## config.mk

```make
export PLATFORM = sky130hd
export DESIGN_NAME = if_fetch
export DESIGN_NICKNAME = d
export VERILOG_FILES = /design/src/rtl/if_fetch.sv
export SDC_FILE = /design/constraint.sdc
export NUM_CORES = 1
export LEC_CHECK = 0
export ABC_AREA = 1
export CAP_MARGIN = 10
export CORE_ASPECT_RATIO = 0.5
export CORE_MARGIN = 2
export CORE_UTILIZATION = 44
export CTS_BUF_LIST = sky130_fd_sc_hd__clkbuf_16
export CTS_CLUSTER_DIAMETER = 80
export DETAILED_ROUTE_END_ITERATION = 8
export HOLD_SLACK_MARGIN = 0.05
export PLACE_DENSITY = 0.9
export SYNTH_ARGS = -nofsm -noshare
export SYNTH_HDL_FRONTEND = slang
export SYNTH_SLANG_ARGS = --single-unit
```

## constraint.sdc

```tcl
create_clock -name clk -period 1.86 [get_ports clk]
set_input_delay 0.558 -clock clk [delete_from_list [all_inputs] [get_ports clk]]
set_output_delay 0.558 -clock clk [all_outputs]
set_load 0.01 [all_outputs]
```

## src/rtl/if_fetch.sv

```systemverilog
`default_nettype none
// ============================================================================
// Module   : if_fetch
// Purpose  : Instruction-fetch stage of a five-stage MIPS pipeline. Owns the
//            program counter, drives the combinational instruction ROM and
//            registers the fetched word with its PC into the IF/ID register.
// Revision : 1.0  initial release
// ----------------------------------------------------------------------------
// Ports
//   clk                      in   pipeline clock, rising edge
//   rst                      in   synchronous active-high reset
//   stall[5:0]               in   stall vector: [0]=PC, [1]=IF, [2]=ID
//   flush                    in   exception flush, redirect to new_pc
//   new_pc[31:0]             in   exception handler / ERET target
//   branch_flag_i            in   taken branch/jump resolved in ID
//   branch_target_address_i  in   branch/jump target
//   rom_ce_o                 out  ROM chip enable (suppressed when misaligned)
//   rom_addr_o[31:0]         out  fetch address (current PC)
//   rom_data_i[31:0]         in   ROM read data (combinational)
//   id_pc_o[31:0]            out  PC of the slot in IF/ID
//   id_inst_o[31:0]          out  instruction in IF/ID (0 = NOP bubble)
//   id_valid_o               out  IF/ID holds a real fetched slot
//   id_adel_o                out  fetch address error for the IF/ID slot
// ============================================================================
module if_fetch #(
   parameter logic [31:0] RESET_PC = 32'h0000_0000
) (
   input  logic        clk,
   input  logic        rst,
   input  logic [5:0]  stall,
   input  logic        flush,
   input  logic [31:0] new_pc,
   input  logic        branch_flag_i,
   input  logic [31:0] branch_target_address_i,
   output logic        rom_ce_o,
   output logic [31:0] rom_addr_o,
   input  logic [31:0] rom_data_i,
   output logic [31:0] id_pc_o,
   output logic [31:0] id_inst_o,
   output logic        id_valid_o,
   output logic        id_adel_o
);

   logic        ce_q;
   logic [31:0] pc_q;
   logic [31:0] id_pc_q;
   logic [31:0] id_inst_q;
   logic        id_valid_q;
   logic        id_adel_q;

   logic        aligned;
   logic        bubble;

   assign aligned    = (pc_q[1:0] == 2'b00);
   // IF stalled while ID keeps moving: ID must see a bubble, not a repeat.
   assign bubble     = stall[1] & ~stall[2];

   assign rom_addr_o = pc_q;
   assign rom_ce_o   = ce_q & aligned;

   assign id_pc_o    = id_pc_q;
   assign id_inst_o  = id_inst_q;
   assign id_valid_o = id_valid_q;
   assign id_adel_o  = id_adel_q;

   // ------------------------------------------------------------------------
   // Program counter and fetch enable
   // ------------------------------------------------------------------------
   always_ff @(posedge clk) begin
      if (rst) begin
         ce_q <= 1'b0;
         pc_q <= RESET_PC;
      end else begin
         ce_q <= 1'b1;
         if (!ce_q) begin
            pc_q <= RESET_PC;
         end else if (flush) begin
            pc_q <= new_pc;
         end else if (stall[0]) begin
            pc_q <= pc_q;
         end else if (branch_flag_i) begin
            // The delay slot at pc_q is fetched this cycle; only the
            // following address is redirected.
            pc_q <= branch_target_address_i;
         end else begin
            pc_q <= pc_q + 32'd4;
         end
      end
   end

   // ------------------------------------------------------------------------
   // IF/ID pipeline register
   // ------------------------------------------------------------------------
   always_ff @(posedge clk) begin
      if (rst || flush || !ce_q || bubble) begin
         id_pc_q    <= 32'h0;
         id_inst_q  <= 32'h0;
         id_valid_q <= 1'b0;
         id_adel_q  <= 1'b0;
      end else if (!stall[1]) begin
         // A misaligned fetch becomes a NOP tagged with an address error;
         // the exception stage will flush on it.
         id_pc_q    <= pc_q;
         id_inst_q  <= aligned ? rom_data_i : 32'h0;
         id_valid_q <= 1'b1;
         id_adel_q  <= ~aligned;
      end
   end

endmodule
`default_nettype wire

```

==> impl_metrics.json <==
{
  "crit_type": "reg2out",
  "post_cts_buffers": 0,
  "cp-end-kind": "output port",
  "synth_top_area_frac": 0.3943,
  "yosys.area.top_type": "dfxtp_1",
  "cp_cell_sequence": "clkdlybuf4s50_1",
  "drive_gt1_frac": 0.08557,
  "dp_cells": 1099,
  "path_clk_slew_ps": 80,
  "highest_layer": "met4",
  "start_kind": "flop",
  "root_buffer": "clkbuf_16",
  "num_antenna_cells": 0,
  "cts_buffers": 9,
  "hold_start": "id_inst_o[27]",
  "via_per_inst": 5.200,
  "synthTopCellsByArea": "dfxtp_1, nand2_1, nor2_1",
  "die_h_microns": 79.58,
  "crit_family": "buffers and inverters",
  "slowest_delay_ps": 560,
  "cts_tree": "yes",
  "synthFlopType": "dfxtp_1",
  "num_io_pins": 205,
  "fp.coreArea_sq_um": 11050,
  "cts_buffer_depth": 2,
  "r2r-end": "rom_addr_o[14]",
  "slew_violations": 0,
  "num-fill-cells": 903,
  "r2r_setup_slack_ps": 220,
  "drt_first_pass_iters": 5,
  "whs_endpoint": "id_inst_o[27]",
  "max_cap_violations": 0,
  "tns_ps": 0,
  "reg2reg_from": "rom_addr_o[3]",
  "gp_congestion": 0.9337,
  "routedLengthMet1_mm": 7.263,
  "die_w_microns": 155.2,
  "worst_pin_slew_ps": 410.3,
  "finalNonFillerCells": 1115,
  "fin_util": 0.6901,
  "overflow": 0,
  "slowest_stage": "clkdlybuf4s50_1",
  "h-tree-depth": 3,
  "initial_utilization": 0.4550,
  "placed_area_sq_um": 7286,
  "r2r_cells": 8,
  "cp_max_fo": 5,
  "fp-row-count": 27,
  "place.detailed.hpwl_mm": 12.26,
  "dieArea_sq_um": 12350,
  "timing.fmax_mhz": 547.6,
  "period_share": 0.9818,
  "yosysSeqAreaShare": 0.3943,
  "syn_nets": 876,
  "report.final.hold_viol_count": 0,
  "slew_headroom": 0.7262,
  "routedWlPerCell_microns": 15.00,
  "first_iter_violations": 345,
  "port_buffers": 201,
  "peakVddDrop_v": 0.0004528,
  "cts.sinks": 99,
  "ant_nets": 0,
  "wl_met2_mm": 7.897,
  "leakage_nw": 3.089,
  "grt_max_degree": 62,
  "grt_pass1_wl_mm": 26.28,
  "area_growth_pct": 51.68,
  "path_buf_inv": 1,
  "synth_area_sq_um": 5026,
  "route.met3.wl_mm": 1.268,
  "drt-total-wl_mm": 16.73,
  "grt.total_usage": 0.2667,
  "power_density_nw_per_um2": 647.6,
  "hold_path.class": "reg2reg",
  "antenna_found_initial": 0,
  "critPathArrivalTime_ps": 1270,
  "grt_pass1_vias": 5544,
  "min_path_cells": 2,
  "rsz0062_at_grt": "false",
  "fin_total_pwr_w": 0.004937,
  "avgSynthCellArea_sq_um": 6.536,
  "synth_cell_types": 28,
  "required_ps": 1300,
  "nNetsFinal": 1072,
  "skew_ps": 8.352,
  "route.detailed.drc": 0,
  "fin_area_sq_um": 7624,
  "synthArstFlopShare": 0,
  "vias": 5798,
  "period_minus_slack_ps": 1826,
  "status": "finished clean",
  "yosysWarningCount": 0,
  "synth_cells": 769,
  "ys_ff_latch": 99,
  "setup_viol": 0,
  "worstSkewPairLatency_ps": 350,
  "synth_edf_count": 0
}
worst max path at each step:
| stage | from | endpoint | slack, ps | cells after the start |
|---|---|---|---|---|
| after floorplan | rom_addr_o[3] | rom_addr_o[30] | 340 | 10 |
| after global routing | id_pc_o[25] | id_pc_o[25] | 3 | 1 |
| after detailed placement | stall[0] | rom_addr_o[7] | -100 | 8 |
| final | rom_addr_o[18] | rom_addr_o[18] | 30 | 1 |
| after CTS | rom_addr_o[6] | rom_addr_o[6] | 0.9 | 1 |
| after global placement | branch_flag_i | rom_addr_o[0] | -40 | 6 |
cell families (layout without fill, tap and decap cells):
logic type | Yosys count | count (layout) | synth area share
xor gates and xnor gates | 4 | 4 | 0.006970
buffers and inverters | 108 | 309 | 0.09111
DFF | 99 | 99 | 0.3943
and+or+nand+nor | 413 | 413 | 0.3500
adders and majority gates | 1 | 1 | 0.002489
AOI/OAI and AO/OA | 144 | 144 | 0.1551
power by group:
group | internal (W) | leakage [nW] | switching, W | total, W
Clock | 0.00107 | 0.150 | 0.000898 | 0.00197
Combinational | 0.000396 | 2.13 | 0.000368 | 0.000764
Sequential | 0.00216 | 0.807 | 0.0000430 | 0.00221
layout make-up:
type | count | area (sq um) | share of cell area
clock inverters | 7 | 82.58 | 0.01083
well taps | 145 | 181.4 | 0.02380
multi-input cells | 562 | 2589 | 0.3396
repair buffers | 226 | 2297 | 0.3013
flip-flops and latches | 99 | 1997 | 0.2619
clock buffers | 9 | 225.2 | 0.02954
inverters | 67 | 251.5 | 0.03299
Yosys cell counts (3+ instances only):
cell and instances:
nor2_1 157, nor2_4 7, a21oi_1 83, o21ai_1 3, dfxtp_1 99, nand2_1 164
inv_1 62, a21oi_2 6, nand4_1 4, clkbuf_8 4, clkbuf_1 27, o21ai_0 36
nand2_2 5, xor2_1 4, a31oi_1 5, nand3_1 68, inv_2 4, o211ai_1 8
buf_2 10
layer usage:
metal,track usage,up-vias
met5,0,-
met4,0.08796,0
met3,0.05972,26
met2,0.4524,233
met1,0.3397,2681
li1,-,2858
tightest hold or removal path, stage by stage (launching register included):
cell and delay (ps):
dfxtp_1 310, nand2_1 60, a21oi_1 50
cell usage in the layout (no fill, tap or decap), drive strengths merged, types with 3 or more instances in the layout:
cell type and n:
nand2 171, clkdlybuf4s50 170, nor2 166, dfxtp 99, a21oi 89, nand3 70, inv 69, o21ai 39
buf 26, dlygate4sd2 16, dlymetal6s2s 14, clkbuf 9, o211ai 8, a31oi 5, nand4 4, xor2 4
clkinv 3
flip-flops by register name, summed over array words and instances (netlist names):
register and flops:
id_pc_o 32, id_adel_o 1, rom_addr_o 32, ce_q 1, id_valid_o 1, id_inst_o 32
timing repair:
item                       in CTS  in global routing
cloned                          0                  0
hold buffers                    0                  0
setup endpoints to repair      25                 16
gates resized for setup        26                 16
per-stage QoR:
stage | setup slack [ps] | hold slack (ps)
floorplan | 336.5 | 485.7
global placement | -36.96 | 446.7
detailed placement | -101.7 | 452.4
CTS | 0.8585 | 464.3
global route | 3.230 | 489.2
finish | 33.90 | 461.4
No activity file was read; power rests on OpenSTA's default activity.
